--- src/rtl/hd_data_gen_pkg.sv ---
// rtl/hd_data_gen_pkg.sv - shared hd parameters, encodings and LFSR step
package hd_data_gen_pkg;

  localparam int HD_K       = 4;
  localparam int HD_DEC_LAT = 3;
  localparam int HD_LFSR_W  = 16;

  // Galois tap mask for x^16+x^14+x^13+x^11+1 in right-shifting form
  localparam logic [15:0] LFSR_POLY = 16'hB400;

  typedef enum logic [1:0] {
    MODE_INC   = 2'd0,
    MODE_LFSR  = 2'd1,
    MODE_WALK  = 2'd2,
    MODE_FIXED = 2'd3
  } mode_t;

  typedef enum logic [2:0] {
    ST_IDLE  = 3'd0,
    ST_RUN   = 3'd1,
    ST_GAP   = 3'd2,
    ST_DRAIN = 3'd3,
    ST_DONE  = 3'd4
  } state_t;

  function automatic logic [15:0] lfsr_step(input logic [15:0] s);
    return (s >> 1) ^ (s[0] ? LFSR_POLY : 16'h0000);
  endfunction

endpackage

--- src/rtl/hd_dly_line.sv ---
// rtl/hd_dly_line.sv - fixed-latency shift register with zero-depth bypass
module hd_dly_line #(
  parameter int W     = 1,
  parameter int DEPTH = 1
) (
  input  logic         clk,
  input  logic         rst_n,
  input  logic [W-1:0] d,
  output logic [W-1:0] q
);

  generate
    if (DEPTH == 0) begin : g_bypass
      assign q = d;
    end else begin : g_sr
      logic [W-1:0] sr [DEPTH];

      // Shift every cycle regardless of content so the latency never varies.
      always_ff @(posedge clk or negedge rst_n) begin
        if (!rst_n) begin
          for (int i = 0; i < DEPTH; i++) sr[i] <= '0;
        end else begin
          sr[0] <= d;
          for (int i = 1; i < DEPTH; i++) sr[i] <= sr[i-1];
        end
      end

      assign q = sr[DEPTH-1];
    end
  endgenerate

endmodule

--- src/rtl/hd_data_gen.sv ---
// rtl/hd_data_gen.sv - paced data-word source with latency-matched copy for the checker
module hd_data_gen
  import hd_data_gen_pkg::*;
#(
  parameter int                k         = HD_K,
  parameter int                DEC_LAT   = HD_DEC_LAT,
  parameter int                LFSR_W    = HD_LFSR_W,
  parameter logic [LFSR_W-1:0] SEED      = LFSR_W'(16'hACE1),
  parameter int                NUM_WORDS = 256
) (
  input  logic         clk,
  input  logic         rst,
  input  logic         start,
  input  logic [1:0]   mode,
  input  logic [k-1:0] pattern,
  input  logic [3:0]   gap,
  output logic [k-1:0] dout,
  output logic         dvld,
  output logic [k-1:0] din_d,
  output logic         dvld_d,
  output logic         busy,
  output logic         done,
  output logic [15:0]  word_cnt
);

  localparam logic [LFSR_W-1:0] SEED_EFF  = (SEED == '0) ? LFSR_W'(1) : SEED;
  localparam int                DRAIN_LEN = (DEC_LAT == 0) ? 1 : DEC_LAT;
  localparam logic [15:0]       LAST_CNT  = 16'(NUM_WORDS);
  localparam bit                LIMITED   = (NUM_WORDS != 0);

  state_t             state_q;
  mode_t              mode_q;
  logic [k-1:0]       pat_q;
  logic [3:0]         gap_q;
  logic [k-1:0]       inc_q;
  logic [k-1:0]       walk_q;
  logic [LFSR_W-1:0]  lfsr_q;
  logic [15:0]        tmr_q;

  logic               start_ok;
  logic               last_word;
  logic               emit;
  mode_t              g_mode;
  logic [k-1:0]       g_pat;
  logic [k-1:0]       g_inc;
  logic [k-1:0]       g_walk;
  logic [LFSR_W-1:0]  g_lfsr;
  logic [k-1:0]       word;
  logic [k:0]         dly_q;

  assign start_ok  = start && (state_q == ST_IDLE || state_q == ST_DONE);
  assign last_word = LIMITED && (word_cnt == LAST_CNT);

  // Decide whether a word goes out next cycle; a start sees the freshly reinitialised generator.
  always_comb begin
    emit   = start_ok
          || (state_q == ST_RUN && !last_word && gap_q == 4'd0)
          || (state_q == ST_GAP && tmr_q == 16'd1);
    g_mode = start_ok ? mode_t'(mode) : mode_q;
    g_pat  = start_ok ? pattern : pat_q;
    g_inc  = start_ok ? '0 : inc_q;
    g_walk = start_ok ? k'(1) : walk_q;
    g_lfsr = start_ok ? SEED_EFF : lfsr_q;
    case (g_mode)
      MODE_INC:  word = g_inc;
      MODE_LFSR: word = g_lfsr[k-1:0];
      MODE_WALK: word = g_walk;
      default:   word = g_pat;
    endcase
  end

  // Run control FSM, generator advance and all registered outputs.
  always_ff @(posedge clk or negedge rst) begin
    if (!rst) begin
      state_q  <= ST_IDLE;
      mode_q   <= MODE_INC;
      pat_q    <= '0;
      gap_q    <= '0;
      inc_q    <= '0;
      walk_q   <= k'(1);
      lfsr_q   <= SEED_EFF;
      tmr_q    <= '0;
      dout     <= '0;
      dvld     <= 1'b0;
      busy     <= 1'b0;
      done     <= 1'b0;
      word_cnt <= '0;
    end else begin
      dvld <= emit;
      if (emit) begin
        dout     <= word;
        inc_q    <= g_inc + 1'b1;
        walk_q   <= (g_walk << 1) | (g_walk >> (k - 1));
        lfsr_q   <= LFSR_W'(lfsr_step(16'(g_lfsr)));
        word_cnt <= start_ok ? 16'd1 :
                    ((word_cnt == 16'hFFFF) ? word_cnt : word_cnt + 16'd1);
      end
      if (start_ok) begin
        mode_q <= mode_t'(mode);
        pat_q  <= pattern;
        gap_q  <= gap;
      end
      case (state_q)
        ST_IDLE, ST_DONE: begin
          if (start_ok) begin
            state_q <= ST_RUN;
            busy    <= 1'b1;
            done    <= 1'b0;
          end
        end
        ST_RUN: begin
          if (last_word) begin
            state_q <= ST_DRAIN;
            tmr_q   <= 16'(DRAIN_LEN);
          end else if (gap_q != 4'd0) begin
            state_q <= ST_GAP;
            tmr_q   <= {12'd0, gap_q};
          end
        end
        ST_GAP: begin
          if (tmr_q == 16'd1) state_q <= ST_RUN;
          else                tmr_q   <= tmr_q - 16'd1;
        end
        ST_DRAIN: begin
          if (tmr_q == 16'd1) begin
            state_q <= ST_DONE;
            busy    <= 1'b0;
            done    <= 1'b1;
          end else begin
            tmr_q <= tmr_q - 16'd1;
          end
        end
        default: state_q <= ST_IDLE;
      endcase
    end
  end

  hd_dly_line #(
    .W     (k + 1),
    .DEPTH (DEC_LAT)
  ) u_dly (
    .clk   (clk),
    .rst_n (rst),
    .d     ({dvld, dout}),
    .q     (dly_q)
  );

  assign dvld_d = dly_q[k];
  assign din_d  = dly_q[k-1:0];

endmodule

--- config.mk ---
export PLATFORM = sky130hd
export DESIGN_NAME = hd_data_gen
export DESIGN_NICKNAME = d
export VERILOG_FILES = /design/src/rtl/hd_data_gen_pkg.sv /design/src/rtl/hd_dly_line.sv /design/src/rtl/hd_data_gen.sv
export SDC_FILE = /design/constraint.sdc
export NUM_CORES = 1
export LEC_CHECK = 0
export CORE_MARGIN = 2
export CORE_UTILIZATION = 40
export CTS_BUF_LIST = sky130_fd_sc_hd__clkbuf_2
export CTS_CLUSTER_SIZE = 24
export DETAILED_ROUTE_END_ITERATION = 16
export PLACE_DENSITY = 0.73
export SETUP_SLACK_MARGIN = 0.05
export SYNTH_ARGS = -nofsm -noshare
export SYNTH_HDL_FRONTEND = slang
export SYNTH_SLANG_ARGS = --single-unit
--- constraint.sdc ---
create_clock -name clk -period 2.8 [get_ports clk]
set_clock_uncertainty 0.05 [all_clocks]
set_input_delay 0.56 -clock clk [delete_from_list [all_inputs] [get_ports clk]]
set_output_delay 0.56 -clock clk [all_outputs]
set_load 0.02 [all_outputs]
# Yosys cells after proc, flatten, opt, wreduce, memory -nomap -nowiden
# Cells that the tools add are included.
# classes
addsub	3
n_eq_ne	15
n_mux	25
n_bitwise	2
n_reduce_logical	20
# op_table
cell	count
$mux W16	7
$pmux W16 S2	1
$add A16 B1 Y16 const B	1
$eq A16 B1 Y1 const B	1
$eq A16 B16 Y1 const B	1
$eq A16 B9 Y1 const B	1
$sub A16 B1 Y16 const B	1
$xor A15 B16 Y16	1
$mux W3	5
$mux W4	3
$pmux W3 S4	1
$pmux W4 S3	1
$ne A2 B2 Y1 const B	4
$eq A3 B2 Y1 const B	2
$reduce_and A3 Y1	2
$add A4 B1 Y4 const B	1
$logic_and A1 B1 Y1	4
$logic_not A4 Y1	1
$mux W1	4
$or A4 B1 Y4	1
$pmux W1 S2	2
$reduce_and A4 Y1	1
$reduce_bool A2 Y1	2
$reduce_bool A4 Y1	1
other kinds (13)	16
# totals
ff_bits	91
in_bits	13
out_inout_bits	28
wordCells	81

# Longest topological paths before layout
# Gate-level depths: netlist of run 1.
# depth
depth_word	7
ltp_mapped	10
depth_no_buf	8

# Cells and area by module
# From an unflattened synthesis of run 1, not the netlist that was laid out.
# hier_totals
hier_cells	461
hier_area_um2	4481.8
# modules_own_cells
mod	instances	cells_each	area_each_um2	seq_area_each_um2
hd_data_gen	1	441	4068.9	1913.1
hd_dly_line	1	20	412.9	375.4

# Worst setup path after synthesis of run 1
# OpenSTA, ideal clock, no wires.
# synth_timing
path_type	reg2reg
from	register tmr_q[10]
to	register word_cnt[10]
setup_time_ps	132
arrival_ps	2557
t_required_ps	2618
path_slack_ps	61
path_stages_with_launch	8
path_buffers	1
synth_period_minus_slack_ps	2739
path_cell_list	dfrtp_1 -> or4_4 -> or4_4 -> or4_1 -> buf_2 -> a2111oi_4 -> xnor2_1 -> nor2_1
# synth_via
elab_chain_cells	4
# synth_rtl
item	line_no	rtl
from (decl)	hd_data_gen.sv:38	logic [15:0] tmr_q;
from (signal assigned)	hd_data_gen.sv:114	tmr_q <= 16'(DRAIN_LEN);
from (signal assigned)	hd_data_gen.sv:117	tmr_q <= {12'd0, gap_q};
from (signal assigned)	hd_data_gen.sv:122	else tmr_q <= tmr_q - 16'd1;
$eq A16 B1 Y1	hd_data_gen.sv:58	|| (state_q == ST_GAP && tmr_q == 16'd1);
$logic_and A1 B1 Y1	hd_data_gen.sv:58	
$logic_or A1 B1 Y1	hd_data_gen.sv:58	
$reduce_and A2 Y1 (no line)	-	
to (signal assigned)	hd_data_gen.sv:95	word_cnt <= start_ok ? 16'd1 :
to (decl)	hd_data_gen.sv:23	output logic [15:0] word_cnt
# Every way passes these cells.
# A chain may end at the register's enable or synchronous reset.

# Final worst setup path of run 1
# layout_timing
from	register tmr_q[10]
to	register word_cnt[13]
# The elaborated chain is that of the path after synthesis.

==> qor.yml, run 1 <==
status:
  status: "completed"
power:
  pwr_density_cell_nw_per_um2: 934
  clock_power_share: 0.159
  power.switching_uw: 1850
  power.leakage_uw: 0.00224
  seq_power_share: 0.458
  p_sw_frac: 0.378
  ir_worst_vdd_uv: 312
  combPwrFrac: 0.384
  p_int_uw: 3040
cts:
  cts.sink_count: 91
  clock_path_buffers: 2
  path_clk_slew_ns: 0.24
  numCtsBuffers: 9
  htree_levels: 3
  cts_tree: "built"
  insertion_delay_ns: 0.57
  cts-root-buf: "clkbuf_2"
routing:
  post_drt_via_cell_ratio: 5.25
  dr.first_iter.drc_count: 168
  drc: 0
  first_pass_iters: 4
  ant_nets: 0
  drt_wl_total_um: 9320
  wl_per_cell_um: 14.5
  num_vias: 3377
timing:
  tightest_slew_ns: 0.652
  grt_setup_unrepaired: "yes"
  slew_headroom: 0.561
  finalCritPeriodShare: 1.00
  fmax_mhz: 357
  setup_violations: 0
  fin_crit_ns: 2.80
  final-hold-violation-count: 0
  slew_viol_final: 0
  tns_ns: 0
grt:
  antenna_found_initial: 0
  grt-ovfl-total: 0
  grtUsageTotal: 0.177
  grt_pass1_wl_um: 15900
  grt_max_degree: 47
  first_global_vias: 3374
critical_path:
  critical-path-top-delay-family: "simple AND/OR/NAND/NOR gates"
  timing.rr.start: "tmr_q[10]"
  reg2reg_slack_ns: 0.0005
  crit_type: "reg2reg"
  path_common_cell: "or4_4"
  crit_path_max_incr_delay_ns: 0.53
  worstPathArrival_ns: 3.28
  required_ns: 3.28
  r2r_cells: 8
  end_kind: "register"
  crit_chain: "or4_4 > or4_4 > buf_6 > nor4_4 > buf_4 > o211ai_1 > or3_1 > a21oi_2"
  cpMaxStageDelayCell: "or4_4"
  path_buf_inv: 2
  cp_max_fo: 7
  crit_path_start_kind: "register"
  r2r-end: "word_cnt[13]"
logic_synthesis:
  synth_edf_count: 0
  avgSynthCellArea_um2: 9.59
  syn-cell-area_um2: 4190
  syn_inst: 437
  ys_types: 44
  synth_nets: 455
  yosys.area.top_type: "dfrtp_1"
  synthTopCellsByArea: "dfrtp_1, nand2_1, dfstp_2"
  yosysMostFrequentCell: "nand2_1"
  synthArstFlopShare: 1.00
  ys_warn_count: 0
  synth-main-ff-cell: "dfrtp_1"
  ys_seq_elements: 91
  ys_seq_area_frac: 0.546
  synthTopCellsByCount: "nand2_1, dfrtp_1, nor2_1"
  synth_top_area_share: 0.490
place:
  hpwl_um: 6450
  port_buffers: 40
  place.gp.congestion: 0.874
  placement.cell_area_um2: 4920
die:
  num_rows: 37
  io_pins: 41
  fp.dieH_um: 106
  die_width_um: 106
  die_area_um2: 11300
  start_util: 0.409
  fp.coreArea_um2: 10200
layout:
  final_cell_area_um2: 5230
  layout-drive-gt1-share: 0.162
  syn_to_final_growth_pct: 24.9
  layout.nets: 520
  fillerInstances: 906
  num_antenna_cells: 0
min_path:
  hp-start: "u_dly.g_sr.sr[14]"
  hp-class: "reg2reg"
  hold_path_depth: 0
  holdPathEnd: "u_dly.g_sr.sr[9]"
run:
  cap_violations: 0
[state kept, by name, summed over array words and instances, names as in the netlist, 4 cells and up]
name and count:
dout 4, walk_q 4, lfsr_q 16, pat_q 4
u_dly.g_sr.sr 10, word_cnt 16, tmr_q 16, gap_q 4
u_dly.q 5, inc_q 4
[cells in the final DEF (no fill, tap or decap), types with 2 or more instances in the layout]
cell type,synthesis,final
o21a_1,2,2
and4_1,4,4
a211oi_2,0,3
buf_12,0,3
or4_1,3,2
mux2i_1,5,5
clkdlybuf4s50_1,0,39
nand3b_1,3,3
o31ai_1,2,2
nor4b_1,3,3
xnor2_1,10,10
nor2_1,47,47
buf_4,7,29
nand4_1,10,10
nor4_1,4,3
o21ai_0,18,16
xor2_1,11,11
nor2b_1,5,5
or4_4,2,3
o21ai_1,0,2
inv_1,10,10
nor3_1,12,12
nand2_1,89,88
dfstp_2,9,9
nand3_1,22,20
dfrtp_1,82,82
a21oi_1,23,22
bufinv_16,0,2
o2111ai_1,2,2
a31oi_1,6,5
o211ai_1,2,2
or3_1,4,4
nand3_2,0,2
ha_1,5,5
buf_6,0,6
clkbuf_2,0,9
[power by group through the flow]
stage / logic (uW) / registers (uW) / clock network, uW
floorplan: 1130 / 2230 / 0
global placement: 1720 / 2240 / 0
detailed placement: 1770 / 2260 / 0
CTS: 1820 / 2230 / 799
global route: 2090 / 2310 / 849
finish: 1870 / 2240 / 775
[worst reg2reg max path: cells and delay by family, from the launching register on]
kind / cells / cell delay [ns]
simple gates: 4 / 1.66
flops: 1 / 0.44
buf+inv: 2 / 0.31
compound gates: 2 / 0.30
[stage by stage]
stage / total power [uW] / utilization / hold slack (ns) / std cells / setup WS [ns]
after floorplan: 3350 / - / 0.214 / 437 / 0.0610
after global placement: 3950 / 0.481 / 0.281 / 621 / -0.0150
after detailed placement: 4030 / 0.481 / 0.286 / 621 / -0.0770
after CTS: 4850 / 0.501 / 0.338 / 641 / -0.0472
after global routing: 5250 / 0.511 / 0.352 / 643 / -0.0950
final: 4880 / 0.511 / 0.333 / 643 / 0.000508
[how the worst max path moves through the flow]
stage	startpoint	to	slack, ns	cells past startpoint
floorplan	tmr_q[10]	word_cnt[10]	0.06	7
global placement	tmr_q[10]	word_cnt[4]	-0.01	7
detailed placement	tmr_q[10]	word_cnt[4]	-0.08	7
CTS	tmr_q[10]	word_cnt[7]	-0.05	8
global route	tmr_q[10]	word_cnt[9]	-0.09	9
finish	tmr_q[10]	word_cnt[13]	0.0005	8
[metal layers]
layer	up-vias	global-route usage	part of all wire
li1	1642	-	-
met1	1654	0.233	0.47
met2	66	0.285	0.48
met3	15	0.0300	0.037
met4	0	0.0799	0.020
met5	-	0	0
[cells by family (layout without fill, tap and decap cells)]
group | count (synthesis) | count (layout) | share of synthesized area
buf+inv | 34 | 104 | 0.0373
mux | 7 | 7 | 0.0200
xor+xnor | 21 | 21 | 0.0439
fa+ha+maj | 5 | 5 | 0.0149
flops | 91 | 91 | 0.546
compound gates | 67 | 67 | 0.101
simple gates | 212 | 212 | 0.236
[area by class of cell]
cell class | instances | area, um^2 | share of cell area
sequential | 91 | 2290 | 0.438
multi-input combinational | 312 | 1840 | 0.352
timing repair buffer | 78 | 746 | 0.143
tap | 136 | 170 | 0.0325
clock inverter | 7 | 100 | 0.0191
clock buffer | 9 | 45.0 | 0.00861
inverter | 10 | 37.5 | 0.00718
[what timing repair did]
action                     in CTS  in global routing
hold endpoints to repair       37                  0
gates cloned                    0                  0
setup buffers                   3                  2
pin swaps                       4                 19
setup endpoints to repair      26                 22
resized for setup               5                 19
hold buffers                    1                  0
Power figures use the tool's default switching activity.
==> run 2: changes to the inputs <==
--- a/config.mk
+++ b/config.mk
@@ -7,7 +7,6 @@
 export LEC_CHECK = 0
 export CORE_MARGIN = 2
 export CORE_UTILIZATION = 40
-export CTS_BUF_LIST = sky130_fd_sc_hd__clkbuf_2
 export CTS_CLUSTER_SIZE = 24
 export DETAILED_ROUTE_END_ITERATION = 16
 export PLACE_DENSITY = 0.73
==> run 2 against run 1 <==
Against the previous run:
- cell count fell by 0.16%
- routed wire length is 0.31% higher
- die area is the same
- clock power rose by 33%
- power increased by 4.9%
- critical path depth unchanged
- utilization is 0.45 points higher
- via count hardly changed
==> qor.yml, run 2 (synthesis gave the netlist of run 1 again) <==
place:
  dpl.cell_count: 621
  placement.cell_area_um2: 4920
  port_buffers: 40
  place_ws_ns: -0.0770
  hpwl_um: 6450
  place.gp.congestion: 0.874
routing:
  drt_wl_total_um: 9350
  dr.first_iter.drc_count: 166
  num_vias: 3380
  first_pass_iters: 4
  drc: 0
  wl_per_cell_um: 14.6
  ant_nets: 0
  post_drt_via_cell_ratio: 5.26
grt:
  grt-ovfl-total: 0
  grt_pass1_wl_um: 15900
  grtUsageTotal: 0.177
  grt_max_degree: 47
  first_global_vias: 3370
  antenna_found_initial: 0
layout:
  multi_input_area_um2: 1810
  final_common_cell: "nand2_1"
  fillerInstances: 907
  layout_common_cells: "nand2_1, dfrtp_1, nor2_1, clkdlybuf4s50_1, buf_4"
  reg_top3: "lfsr_q (16), tmr_q (16), word_cnt (16)"
  syn_to_final_growth_pct: 26.0
  layout-drive-gt1-share: 0.160
  final_cell_area_um2: 5280
  register_area_um2: 2290
  layout.nets: 519
  stdcell_count: 642
  num_antenna_cells: 0
power:
  power.leakage_uw: 0.00226
  pwr_density_cell_nw_per_um2: 972
  ir_worst_vdd_uv: 364
timing:
  whs_ns: 0.130
  tightest_slew_ns: 0.660
  grt_setup_unrepaired: "yes"
  slew_headroom: 0.559
  setup_violations: 0
  slew_viol_final: 0
  finalCritPeriodShare: 0.990
  fin_crit_ns: 2.77
  fin_ws_ns: 0.0275
  final-hold-violation-count: 0
  fmax_mhz: 361
cts:
  cts.sink_count: 91
  numCtsBuffers: 9
  cts-root-buf: "clkbuf_8"
  insertion_delay_ns: 0.37
  clock_path_buffers: 2
  path_clk_slew_ns: 0.09
  hold_buffers: 0
  cts_tree: "built"
  htree_levels: 3
die:
  fp.coreArea_um2: 10200
  fp.dieH_um: 106
  die_width_um: 106
  die_area_um2: 11300
  io_pins: 41
  start_util: 0.409
  num_rows: 37
critical_path:
  cp_max_fo: 7
  end_kind: "register"
  worstPathArrival_ns: 3.04
  required_ns: 3.06
  crit_path_start_kind: "register"
  crit_type: "reg2reg"
run:
  cap_violations: 0
status:
  status: "completed"
min_path:
  hp-class: "in2async"
-- run 2: changes by cell type in the layout (fill, tap and decap cells not counted), sizes merged --
cell,delta
clkbuf,+1
clkinv,-1
dlygate4sd3,-1
-- run 2: path summary, 6_finish.rpt --
path | start | end | slack, ns | depth (start not counted)
max | tmr_q[10] | word_cnt[13] | 0.03 | 8
min | rst | done | 0.13 | 1
max reg2reg | tmr_q[10] | word_cnt[13] | 0.03 | 8
min reg2reg | u_dly.g_sr.sr[14] | u_dly.g_sr.sr[9] | 0.31 | 0
max in group asynchronous | rst | word_cnt[6] | 1.82 | 2
min in group clk | u_dly.g_sr.sr[14] | u_dly.g_sr.sr[9] | 0.31 | 0
-- run 2: where the power goes --
part | switching [uW] | internal [uW] | total (uW)
sequential | 394 | 1850 | 2240
clock | 492 | 538 | 1030
combinational | 974 | 884 | 1860
total | 1860 | 3270 | 5130
-- run 2: worst max-delay path, cell delays in order (launching register included) --
cell and delay, ns:
dfrtp_1 0.39, or4_4 0.53, or4_4 0.44, buf_6 0.14, nor4_4 0.26, buf_4 0.17
o211ai_1 0.19, or3_1 0.43, a21oi_2 0.11
-- run 2: final cells by class --
type,count,area share
Clock inverter,6,0.0183
Inverter,10,0.00711
Timing Repair Buffer,77,0.139
Tap cell,136,0.0323
Multi-Input combinational cell,312,0.344
Sequential cell,91,0.434
Clock buffer,10,0.0261
-- run 2: per-stage QoR --
step	TNS (ns)	power [uW]	utilization
global placement	-0.0150	3950	0.481
detailed placement	-0.212	4030	0.481
finish	0	5130	0.516
floorplan	0	3350	-
global route	-0.250	5490	0.516
CTS	-0.0235	5110	0.508
-- run 2: repair_timing --
action,4_1_cts,5_1_grt
gates cloned,0,0
pin swaps,4,15
buffers inserted,3,2
endpoints found under the setup margin,21,16
gates resized for setup,4,15
-- run 2: routing by layer --
metal	share of wire	global-route usage	up-vias
met5	0	0	-
met4	0.013	0.0752	0
met3	0.045	0.0337	11
met2	0.48	0.287	80
met1	0.47	0.233	1656
li1	-	-	1633
==> run 3: changes to the inputs <==
--- a/config.mk
+++ b/config.mk
@@ -5,7 +5,7 @@
 export SDC_FILE = /design/constraint.sdc
 export NUM_CORES = 1
 export LEC_CHECK = 0
-export CORE_MARGIN = 2
+export CORE_MARGIN = 1
 export CORE_UTILIZATION = 40
 export CTS_CLUSTER_SIZE = 24
 export DETAILED_ROUTE_END_ITERATION = 16
==> run 3 against run 2 <==
Against the previous run:
- die area decreased by 3.7%
- sequential power hardly changed
- via count up 0.92%
- largest cell class unchanged
- combinational power increased by 5%
- final area grew 1.3%
- critical endpoint is now word_cnt[4]
- clock power down 9.6%
- non-clock buffer count up 2
==> qor.yml, run 3 (synthesis gave the netlist of run 1 again) <==
die:
  die_area_um2: 10900
  die_width_um: 104
  io_pins: 41
  start_util: 0.421
  fp.dieH_um: 104
  fp.coreArea_um2: 9950
  num_rows: 36
routing:
  num_vias: 3411
  drc: 0
  drt_wl_total_um: 9520
  wl_met3_um: 377
  dr.max_layer_used: "met4"
  post_drt_via_cell_ratio: 5.32
  dr.first_iter.drc_count: 160
  drt-met1-wl_um: 4370
  met2_length_um: 4610
  wl_per_cell_um: 14.8
  ant_nets: 0
  first_pass_iters: 5
critical_path:
  crit_path_start: "tmr_q[10]"
  crit_type: "reg2reg"
  timing.rr.start: "tmr_q[10]"
  worstSetupEndpoint: "word_cnt[4]"
  worstPathArrival_ns: 2.96
  r2r-end: "word_cnt[4]"
  end_kind: "register"
  cp_max_fo: 4
  reg2reg_slack_ns: 0.04
  required_ns: 3.00
  crit_path_start_kind: "register"
  r2r_cells: 7
cts:
  numCtsBuffers: 9
  path_clk_slew_ns: 0.09
  cts.sink_count: 91
  insertion_delay_ns: 0.37
  cts-root-buf: "clkbuf_8"
  hold_buffers: 0
  clock_path_buffers: 2
  cts_tree: "built"
  htree_levels: 3
timing:
  slew_headroom: 0.614
  grt_setup_unrepaired: "yes"
  tightest_slew_ns: 0.576
  fmax_mhz: 363
  fin_crit_ns: 2.76
  slew_viol_final: 0
  finalCritPeriodShare: 0.984
  setup_violations: 0
  final-hold-violation-count: 0
grt:
  grt_max_degree: 45
  grtUsageTotal: 0.179
  grt_pass1_wl_um: 15700
  first_global_vias: 3275
  antenna_found_initial: 0
  grt-ovfl-total: 0
place:
  port_buffers: 40
  placement.cell_area_um2: 4940
  hpwl_um: 6470
  place.gp.congestion: 0.830
min_path:
  hp-class: "in2async"
layout:
  layout-drive-gt1-share: 0.181
  syn_to_final_growth_pct: 27.6
  final_cell_area_um2: 5340
  reg_top3: "lfsr_q (16), tmr_q (16), word_cnt (16)"
  fillerInstances: 876
  final_core_util: 0.537
  final_common_cell: "nand2_1"
  layout.nets: 521
  layout_common_cells: "nand2_1, dfrtp_1, nor2_1, clkdlybuf4s50_1, buf_4"
  num_antenna_cells: 0
power:
  ir_worst_vdd_uv: 374
  power.leakage_uw: 0.00228
  pwr_density_cell_nw_per_um2: 959
status:
  status: "completed"
run:
  cap_violations: 0
[run 3: cell count changes in the layout (fill, tap and decap cells not counted), sizes merged]
cell,delta
buf,+2
bufinv,-1
clkinv,+1
[run 3: critical path, stage by stage (launching register included)]
cell	delay [ns]
dfrtp_1	0.39
or4_4	0.53
or4_4	0.47
or4_4	0.61
buf_6	0.17
a211oi_4	0.24
xnor2_1	0.14
nor2_1	0.05
[run 3: worst min path at each step]
stage                     cells after the start         startpoint                to  slack, ns
after floorplan                               0                rst              busy       0.21
after global placement                        0  u_dly.g_sr.sr[11]  u_dly.g_sr.sr[6]       0.28
after detailed placement                      0  u_dly.g_sr.sr[10]  u_dly.g_sr.sr[5]       0.29
after CTS                                     1                rst          inc_q[2]       0.05
after global routing                          1                rst          inc_q[2]       0.05
final                                         1                rst          tmr_q[3]       0.04
[run 3: routing by layer]
| layer | GRT usage | up-vias |
|---|---|---|
| li1 | - | 1635 |
| met1 | 0.239 | 1686 |
| met2 | 0.285 | 74 |
| met3 | 0.0420 | 16 |
| met4 | 0.0592 | 0 |
| met5 | 0 | - |
[run 3: power breakdown]
part           internal (uW)  switching, uW  total [uW]  leakage [uW]
clock                    446            485         931      0.000103
sequential              1850            385        2230       0.00113
combinational            926           1040        1960       0.00104
total                   3220           1910        5120       0.00228
[run 3: layout make-up]
class	instances	area (um^2)	area share
sequential	91	2290	0.428
multi-input combinational	312	1900	0.355
timing repair buffer	79	746	0.140
tap	133	166	0.0311
clock buffer	10	138	0.0258
clock inverter	6	72.6	0.0136
inverter	10	37.5	0.00702
[run 3: through the flow]
step	setup TNS (ns)	hold WS (ns)	instances	worst slack (ns)	total power, uW
floorplan	0	0.214	437	0.0610	3350
global route	-0.154	0.0518	641	-0.0304	5470
detailed placement	-0.316	0.287	623	-0.0608	4070
finish	0	0.0429	641	0.0441	5120
global placement	-0.125	0.282	623	-0.0445	3980
CTS	0	0.0489	639	0.000322	5020
[run 3: repair_timing]
action                                  in CTS  in global routing
gates resized for setup                      3                 36
setup buffers                                0                  2
endpoints found under the setup margin      25                 21
pin swaps                                    0                  5
